**src/rtl/tsense_monitor.sv**
```systemverilog
// Temperature monitor behind the LM07 SPI reader: captures each reading on CS rise,
// keeps a 4-sample moving average, min/max, a hysteretic over-temp alarm and a stale flag.
module tsense_monitor #(
  parameter logic [7:0] T_HIGH  = 8'd40,
  parameter logic [7:0] T_LOW   = 8'd35,
  parameter int         TIMEOUT = 64
) (
  input  logic       SYSCLK,
  input  logic       RSTN,
  input  logic       CS_IN,
  input  logic [7:0] TEMP_IN,
  input  logic       CLR_MINMAX,
  output logic [7:0] AVG_OUT,
  output logic [7:0] TMIN,
  output logic [7:0] TMAX,
  output logic       ALARM,
  output logic       STALE,
  output logic       VALID,
  output logic [7:0] NSAMP
);

  localparam logic [7:0] TO_CNT = 8'(TIMEOUT);

  logic       cs_q;
  logic       first_q, first_d;
  logic       mm_init_q, mm_init_d;
  logic [7:0] w0_q, w1_q, w2_q, w3_q;
  logic [7:0] w0_d, w1_d, w2_d, w3_d;
  logic [9:0] sum_q, sum_d;
  logic       v1_q;
  logic [7:0] avg_q, avg_d;
  logic       alarm_q, alarm_d;
  logic       valid_q;
  logic [7:0] tmin_q, tmin_d;
  logic [7:0] tmax_q, tmax_d;
  logic [7:0] nsamp_q, nsamp_d;
  logic [7:0] stale_cnt_q, stale_cnt_d;
  logic       cap;
  logic [7:0] avg_new;

  assign cap     = CS_IN & ~cs_q;
  assign avg_new = sum_q[9:2];

  always_comb begin
    first_d     = first_q;
    mm_init_d   = mm_init_q;
    w0_d        = w0_q;
    w1_d        = w1_q;
    w2_d        = w2_q;
    w3_d        = w3_q;
    sum_d       = sum_q;
    nsamp_d     = nsamp_q;
    tmin_d      = tmin_q;
    tmax_d      = tmax_q;
    avg_d       = avg_q;
    alarm_d     = alarm_q;

    if (cap) begin
      // First capture preloads the whole window so the average has no warm-up bias.
      if (first_q) begin
        w0_d    = TEMP_IN;
        w1_d    = TEMP_IN;
        w2_d    = TEMP_IN;
        w3_d    = TEMP_IN;
        first_d = 1'b0;
      end else begin
        w0_d = TEMP_IN;
        w1_d = w0_q;
        w2_d = w1_q;
        w3_d = w2_q;
      end
      sum_d   = 10'(w0_d) + 10'(w1_d) + 10'(w2_d) + 10'(w3_d);
      nsamp_d = (nsamp_q == 8'hFF) ? nsamp_q : nsamp_q + 8'd1;
      if (mm_init_q || CLR_MINMAX) begin
        tmin_d    = TEMP_IN;
        tmax_d    = TEMP_IN;
        mm_init_d = 1'b0;
      end else begin
        tmin_d = (TEMP_IN < tmin_q) ? TEMP_IN : tmin_q;
        tmax_d = (TEMP_IN > tmax_q) ? TEMP_IN : tmax_q;
      end
    end else if (CLR_MINMAX) begin
      mm_init_d = 1'b1;
    end

    if (v1_q) begin
      avg_d = avg_new;
      if (avg_new >= T_HIGH) begin
        alarm_d = 1'b1;
      end else if (avg_new <= T_LOW) begin
        alarm_d = 1'b0;
      end
    end

    if (cap) begin
      stale_cnt_d = 8'd0;
    end else if (stale_cnt_q == TO_CNT) begin
      stale_cnt_d = stale_cnt_q;
    end else begin
      stale_cnt_d = stale_cnt_q + 8'd1;
    end
  end

  always_ff @(posedge SYSCLK) begin
    if (!RSTN) begin
      cs_q        <= 1'b1;
      first_q     <= 1'b1;
      mm_init_q   <= 1'b1;
      w0_q        <= 8'd0;
      w1_q        <= 8'd0;
      w2_q        <= 8'd0;
      w3_q        <= 8'd0;
      sum_q       <= 10'd0;
      v1_q        <= 1'b0;
      avg_q       <= 8'd0;
      alarm_q     <= 1'b0;
      valid_q     <= 1'b0;
      tmin_q      <= 8'd0;
      tmax_q      <= 8'd0;
      nsamp_q     <= 8'd0;
      stale_cnt_q <= 8'd0;
    end else begin
      cs_q        <= CS_IN;
      first_q     <= first_d;
      mm_init_q   <= mm_init_d;
      w0_q        <= w0_d;
      w1_q        <= w1_d;
      w2_q        <= w2_d;
      w3_q        <= w3_d;
      sum_q       <= sum_d;
      v1_q        <= cap;
      avg_q       <= avg_d;
      alarm_q     <= alarm_d;
      valid_q     <= v1_q;
      tmin_q      <= tmin_d;
      tmax_q      <= tmax_d;
      nsamp_q     <= nsamp_d;
      stale_cnt_q <= stale_cnt_d;
    end
  end

  assign AVG_OUT = avg_q;
  assign TMIN    = tmin_q;
  assign TMAX    = tmax_q;
  assign ALARM   = alarm_q;
  assign STALE   = (stale_cnt_q == TO_CNT);
  assign VALID   = valid_q;
  assign NSAMP   = nsamp_q;

endmodule
```
**config.mk**
```make
export PLATFORM = sky130hd
export DESIGN_NAME = tsense_monitor
export DESIGN_NICKNAME = d
export VERILOG_FILES = /design/src/rtl/tsense_monitor.sv
export SDC_FILE = /design/constraint.sdc
export NUM_CORES = 1
export LEC_CHECK = 0
export ABC_AREA = 1
export CAP_MARGIN = 10
export CORE_ASPECT_RATIO = 1.75
export CORE_MARGIN = 8
export CORE_UTILIZATION = 47
export DETAILED_ROUTE_END_ITERATION = 8
export PLACE_DENSITY = 0.69
export SYNTH_ARGS = -nofsm -noshare
export SYNTH_HDL_FRONTEND = slang
export SYNTH_SLANG_ARGS = --single-unit
```
**constraint.sdc**
```tcl
create_clock -name SYSCLK -period 4.97 [get_ports SYSCLK]
set_input_delay 0.994 -clock SYSCLK [delete_from_list [all_inputs] [get_ports SYSCLK]]
set_output_delay 0.994 -clock SYSCLK [all_outputs]
set_load 0.005 [all_outputs]
```
Yosys cells after proc, flatten, opt, wreduce, memory -nomap -nowiden
Cells that the tools add are included.
{"block": "totals", "ff_bits": 80, "in_bits": 12, "output_inout_bits": 35, "wordCells": 58}
{"block": "op_classes", "addsub": 5, "order_cmp": 4, "eq_ne": 3, "n_mux": 16, "bitwise_logic": 4, "reduce_logical": 11}
{"op": "two-way mux 8 bit", "count": 11}
{"op": "adder 8 x 1 -> 8 bit, second input constant", "count": 2}
{"op": "adder 10 x 8 -> 10 bit", "count": 1}
{"op": "adder 9 x 8 -> 10 bit", "count": 1}
{"op": "AND reduction 2 bit", "count": 5}
{"op": "adder 8 x 8 -> 9 bit", "count": 1}
{"op": "== test 8 x 7 -> 1 bit, second input constant", "count": 1}
{"op": "== test 8 bit, second input constant", "count": 1}
{"op": ">= comparator 8 x 6 -> 1 bit, second input constant", "count": 1}
{"op": "> comparator 8 bit", "count": 1}
{"op": "<= comparator 8 x 6 -> 1 bit, second input constant", "count": 1}
{"op": "less-than comparator 8 bit", "count": 1}
{"op": "nonzero test 2 bit", "count": 4}
{"op": "two-way mux 1 bit", "count": 5}
{"op": "NOT 1 bit", "count": 3}
{"op": "inequality test 2 x 1 -> 1 bit, second input constant", "count": 1}
{"op": "OR reduction 2 bit", "count": 1}
{"op": "AND 1 bit", "count": 1}
{"op": "logical OR 1 bit", "count": 1}

Depth between registers and ports, before layout
Gate-level depths: netlist of run 1.
{"block": "logic_depth", "word_depth": 6, "depth_mapped": 17, "depth_no_buf": 16}

Worst setup path before layout of run 1
No wires, ideal clock.
{"block": "synth_path", "path_type": "input -> register", "start": "input port TEMP_IN[2]", "end": "register sum_q[7]", "setup_time_ns": 0.121, "arrival_ns": 3.287, "required_ns": 4.849, "slack_ns": 1.562, "stages": 13, "n_path_buf": 0, "path_cell_list": "nand2_1 -> inv_1 -> a21oi_1 -> fa_1 -> fa_1 -> inv_1 -> fa_1 -> nand3_1 -> nand2_1 -> a21boi_0 -> inv_1 -> nor2_1 -> o21ai_0"}
{"block": "synth_between", "elab_chain_cells": 5, "word_cells_on_any_way": 10, "cone_classes": "add/sub: 3; mux: 7"}
{"element": "from (decl)", "line": "11", "source": "input logic [7:0] TEMP_IN,"}
{"element": "two-way mux 8 bit", "line": "60", "source": "if (first_q) begin"}
{"element": "two-way mux 8 bit", "line": "58", "source": "if (cap) begin"}
{"element": "adder 8 x 8 -> 9 bit", "line": "72", "source": "sum_d = 10'(w0_d) + 10'(w1_d) + 10'(w2_d) + 10'(w3_d);"}
{"element": "adder 9 x 8 -> 10 bit", "line": "72"}
{"element": "adder 10 x 8 -> 10 bit (*)", "line": "72"}
{"element": "to (signal assigned)", "line": "130", "source": "sum_q <= sum_d;"}
{"element": "to (decl)", "line": "29", "source": "logic [9:0] sum_q, sum_d;"}
Mark *: on every way between the ends. The rest lies on a longest branch, timed or not. The select of a mux whose other input is x is not followed.
A chain may end at the register's enable or synchronous reset.

Worst setup path after layout of run 1
{"block": "layout_path", "start": "input port TEMP_IN[7]", "end": "register sum_q[8]"}
Same word-level chain as after synthesis.

==> results of run 1 <==
-- area by class of cell --
| class | count | area (sq um) | area share, % |
|---|---|---|---|
| clock inverters | 1 | 5.00 | 0.100 |
| clock buffers | 15 | 258 | 5.17 |
| inverters | 83 | 314 | 6.29 |
| repair buffers | 49 | 483 | 9.68 |
| flip-flops and latches | 78 | 1560 | 31.3 |
| well taps | 117 | 146 | 2.93 |
| multi-input cells | 372 | 2220 | 44.5 |
-- sequential cells by signal, summed over array words and instances, names as in the netlist --
register     cells
w1_q             8
TMIN             8
w0_q             8
ALARM            1
stale_cnt_q      8
VALID            1
mm_init_q        1
NSAMP            8
cs_q             1
sum_q            8
AVG_OUT          8
TMAX             8
w2_q             8
first_q          1
v1_q             1
-- logic make-up (layout without fill, tap and decap cells) --
family | Yosys count | count (layout)
and+or+nand+nor | 207 | 207
AOI/OAI and AO/OA | 111 | 111
DFF | 78 | 78
xor gates and xnor gates | 13 | 13
adders and majority gates | 41 | 41
buffers and inverters | 101 | 148
-- stage by stage --
stage                     cells  area [sq um]  util (%)  setup slack (ns)
after CTS                   715          4990      57.5              1.18
after floorplan             551          4190         -              1.56
after detailed placement    699          4730      54.5             0.825
after global routing        715          4990      57.5             0.850
after global placement      699          4730      54.5             0.894
final                       715          4990      57.5              1.15
-- final timing paths --
kind,to,slack (ns),cells past startpoint
worst min-delay path,w0_q[3],0.45,2
worst min register to register,w0_q[3],0.45,2
worst max-delay path,sum_q[8],1.15,17
worst max register to register,sum_q[7],1.25,12
-- power by group through the flow --
stage | sequential (mW) | clock, mW | combinational (mW)
floorplan | 0.684 | 0 | 0.292
global placement | 0.688 | 0 | 0.380
detailed placement | 0.689 | 0 | 0.393
CTS | 0.676 | 0.604 | 0.398
global route | 0.680 | 0.634 | 0.459
finish | 0.676 | 0.594 | 0.397
-- layer usage --
metal  vias to the layer above  GRT usage [%]  share of wire (%)
li1                       1850              -                  -
met1                      1684           16.0                 41
met2                        79           29.7                 54
met3                        12           3.84                3.9
met4                         0           7.94                1.8
met5                         -              0                  0
-- worst max-delay path: stages --
cell and delay, ns:
clkdlybuf4s50_1 0.54, nand2_1 0.13, inv_1 0.06, a21oi_1 0.17, inv_1 0.09, fa_1 0.50
inv_1 0.06, fa_1 0.51, inv_1 0.05, ha_1 0.34, inv_1 0.09, nor3_1 0.19
nand2_1 0.10, nand2_1 0.07, nand2_1 0.05, nand3_1 0.06, nand2_1 0.04
-- cells in the mapped netlist (all sizes together) --
master | instances | area [sq um]
xor2 | 6 | 52.6
o31ai | 1 | 7.51
buf | 9 | 47.5
nand3 | 28 | 140
o22ai | 3 | 18.8
inv | 82 | 310
a21boi | 1 | 7.51
o21ai | 46 | 230
a22o | 1 | 8.76
o311ai | 1 | 8.76
ha | 25 | 313
a21o | 1 | 7.51
nand4 | 4 | 25.0
or4 | 1 | 7.51
clkbuf | 9 | 43.8
xnor2 | 7 | 61.3
fa | 16 | 320
nor3 | 4 | 20.0
clkinv | 1 | 3.75
dfxtp | 78 | 1560
nand2 | 114 | 445
o21bai | 1 | 7.51
a21oi | 55 | 275
o21a | 1 | 7.51
nor4 | 2 | 42.5
nor2 | 54 | 213
-- cells in the final DEF (no fill, tap or decap), types with 2 or more instances in the layout --
cell	n
clkbuf_16	9
buf_4	3
nand3_1	28
o22ai_1	3
xor2_1	6
clkdlybuf4s50_1	46
a21oi_1	55
o21ai_0	46
nor2_2	2
nand4_1	4
dfxtp_1	78
inv_1	76
nand2_2	4
clkbuf_1	5
fa_1	16
nand2_1	109
nor2_1	51
inv_2	5
ha_1	25
nor4_4	2
xnor2_1	7
nor3_1	4
==> results.cfg, run 1 <==
[run_status]
outcome = completed

[min_path]
hold_start = w0_q[3]
hold_path.class = reg2reg

[global_routing]
antenna_found_initial = 0
grt_pass1_vias = 3657
grt_usage_pct = 16.1
grt_overflow = 0
grt_pass1_wl_microns = 15700
grt_max_degree = 36

[critical_path]
r2r_start = first_q
crit_type = in2reg
setup.worst_path.start = TEMP_IN[7]
cp_data_required_time_ns = 5.21
worstPathArrival_ns = 4.06
cp_max_fo = 5
end_kind = flop
critPathLaunchType = input pin

[finish]
antenna_cells = 0
fill_cells = 858
area_growth_pct = 19.2
drive_gt1_share_pct = 5.02
nets = 646

[die]
placementRows = 45
initial_core_util_pct = 48.3
die_w_microns = 87.3
fp.dieH_microns = 141
ios = 47
dieArea_sq_um = 12300
core_area_sq_um = 8670

[clock_network]
clock-sinks = 78
h-tree-depth = 3
postCtsSetupRepairBufs = 0
clock_path_buffers = 2
ctsResizeCount = 0
clk_pin_slew_ns = 0.05
tritoncts = done
cts-root-buf = clkbuf_16
clock_latency_ns = 0.34
cts_hold_buffers = 0
numCtsBuffers = 9

[sta]
whs_ns = 0.454
max_freq_mhz = 262
finalCritPeriodShare_pct = 76.9
fin_crit_ns = 3.82
setup-tns-final_ns = 0
drv_slew = 0
setup_viol = 0
hold_violations = 0
clock-skew-final_ns = 0.00854
worst_pin_slew_ns = 0.643
relSlewSlack_pct = 57.1
rsz0062_at_grt = no

[route]
drc = 0
via_per_inst = 5.07
wl_per_cell_microns = 13.0
drt_iter0_drc = 140
drtAntennaViolNets = 0
first_pass_iters = 6
routed_wl_microns = 9310
vias = 3625

[power_and_ir_drop]
comb_power_share_pct = 23.8
clkPwrFrac_pct = 35.6
intPower_mw = 1.17
p_sw_uw = 496
sw_frac_of_total_pct = 29.8
power_mw = 1.67
power_density_nw_per_um2 = 334
seq_power_share_pct = 40.5
leakage_nw = 2.18
ir_drop_v = 0.000186

[logic_synthesis]
yosys.cell_types.count = 35
syn_inst = 551
synth_compound_area_share_pct = 13.8
syn_area_per_cell_sq_um = 7.60
ys_ff_latch = 78
synth_area_sq_um = 4190
synth_xor_xnor_area_share_pct = 2.72
yosysSeqAreaShare_pct = 37.3
synth_simple_gate_area_share_pct = 21.3
synth_top_family_by_area = simple AND/OR/NAND/NOR gates
synth_nets = 604
synthMuxAreaShare_pct = 0
yosys_warnings = 0
synth_fa_ha_area_share_pct = 15.1

[place]
dp_hpwl_microns = 6860
gp_congestion = 0.834
port_buffers = 46

[job]
maxCapViolCount = 0
Note: power is estimated with default switching activity, not from simulation.
==> run 2: changes to the inputs <==
clock period = 4 ns   (was 4.97 ns; I/O delays follow)
==> run 2 against run 1 <==
Compared with the run above: clock skew decreased by 0.0037 ns; global-route usage about the same; combinational power increased by 25%; critical path depth decreased by 3; sequential share of layout area decreased by 0.40 points; worst setup slack got worse by 0.69 ns; core utilization increased by 0.75 points; final area increased by 1.3%; final cell count increased by 0.84%; clock power increased by 32%; routed wire length about the same; via count decreased by 0.72%; critical path type unchanged.
==> results.cfg, run 2 (synthesis results as in run 1) <==
[power_and_ir_drop]
clkPwrFrac_pct = 37.0
ir_drop_v = 0.000237
power_density_nw_per_um2 = 419
p_sw_uw = 617
seq_power_share_pct = 39.6
sw_frac_of_total_pct = 29.2
power_mw = 2.12
intPower_mw = 1.50
leakage_nw = 2.23
comb_power_share_pct = 23.4

[sta]
hold_violations = 0
finalCritPeriodShare_pct = 88.7
rsz0062_at_grt = no
max_freq_mhz = 282
worst_pin_slew_ns = 0.639
setup-tns-final_ns = 0
whs_ns = 0.458
clock-skew-final_ns = 0.00481
layout_setup_ws_ns = 0.452
relSlewSlack_pct = 57.3
fin_crit_ns = 3.55
setup_viol = 0
drv_slew = 0

[job]
maxCapViolCount = 0

[place]
post_dp_cell_area_sq_um = 4770
place_ws_ns = 0.0994
dp_hpwl_microns = 6870
gp_congestion = 0.803
placed_cells = 705
port_buffers = 46

[finish]
area_growth_pct = 20.7
antenna_cells = 0
mostFrequentLayoutCell = nand2_1
layout_common_cells = 109 x nand2_1, 78 x dfxtp_1, 76 x inv_1, 55 x a21oi_1, 51 x nor2_1
final_cell_area_sq_um = 5050
final_util_pct = 58.3
drive_gt1_share_pct = 6.46
nets = 652
stdcell_count = 721

[route]
drt_iter0_drc = 131
wl_met1_microns = 3800
routed_wl_microns = 9310
vias = 3599
via_per_inst = 4.99
wl_met2_microns = 4950
topRoutingLayerUsed = met4
wl_per_cell_microns = 12.9
wl_met3_microns = 362
drtAntennaViolNets = 0
first_pass_iters = 4
drc = 0

[critical_path]
cp_max_fo = 4
cp_data_required_time_ns = 4.22
r2r_cells = 14
worstPathArrival_ns = 3.77
end_kind = flop
critPathLaunchType = input pin
crit_type = in2reg

[clock_network]
cts-root-buf = clkbuf_16
clock-sinks = 78
h-tree-depth = 3
clock_latency_ns = 0.33
ctsResizeCount = 0
numCtsBuffers = 9
tritoncts = done
postCtsSetupRepairBufs = 0
clock_path_buffers = 2
clk_pin_slew_ns = 0.06
cts_hold_buffers = 0

[min_path]
hold_path.class = reg2reg
whs_path_depth = 2

[die]
ios = 47
dieArea_sq_um = 12300
die_w_microns = 87.3
core_area_sq_um = 8670
placementRows = 45
initial_core_util_pct = 48.3
fp.dieH_microns = 141

[global_routing]
grt_max_degree = 36
grt_pass1_vias = 3673
grt_overflow = 0
grt_usage_pct = 16.1
grt_pass1_wl_microns = 16100
antenna_found_initial = 0

[run_status]
outcome = completed
[run 2: layout make-up]
class / count / area [sq um]
Fill cell: 814 / 3620
Multi-Input combinational cell: 372 / 2220
Sequential cell: 78 / 1560
Timing Repair Buffer: 55 / 528
Inverter: 83 / 314
Clock buffer: 11 / 233
Tap cell: 117 / 146
Clock inverter: 5 / 50.0
[run 2: worst paths after layout]
kind | from | endpoint | slack, ns
setup / recovery | TEMP_IN[2] | sum_q[7] | 0.45
hold / removal | w0_q[7] | w0_q[7] | 0.46
setup reg to reg | first_q | sum_q[8] | 0.92
hold reg to reg | w0_q[7] | w0_q[7] | 0.46
[run 2: critical path, stage by stage]
cell and delay, ns:
clkdlybuf4s50_1 0.47, nand2_1 0.10, inv_1 0.06, a21oi_1 0.20, fa_1 0.47, fa_1 0.51, inv_1 0.07, fa_1 0.45
nand3_1 0.09, nand2_1 0.09, a21boi_0 0.22, inv_1 0.06, nor2_1 0.08, o21ai_0 0.08
[run 2: per-layer routing]
layer / vias to the layer above / GRT usage [%]
met5: - / 0
met2: 56 / 29.9
met4: 0 / 7.03
met1: 1676 / 16.6
li1: 1857 / -
met3: 10 / 3.32
[run 2: power groups by stage]
stage	clock network [mW]	logic, mW	registers, mW
6_report	0.783	0.495	0.838
3_5_place_dp	0	0.492	0.854
2_1_floorplan	0	0.363	0.850
4_1_cts	0.798	0.496	0.838
3_3_place_gp	0	0.481	0.853
5_1_grt	0.829	0.569	0.842
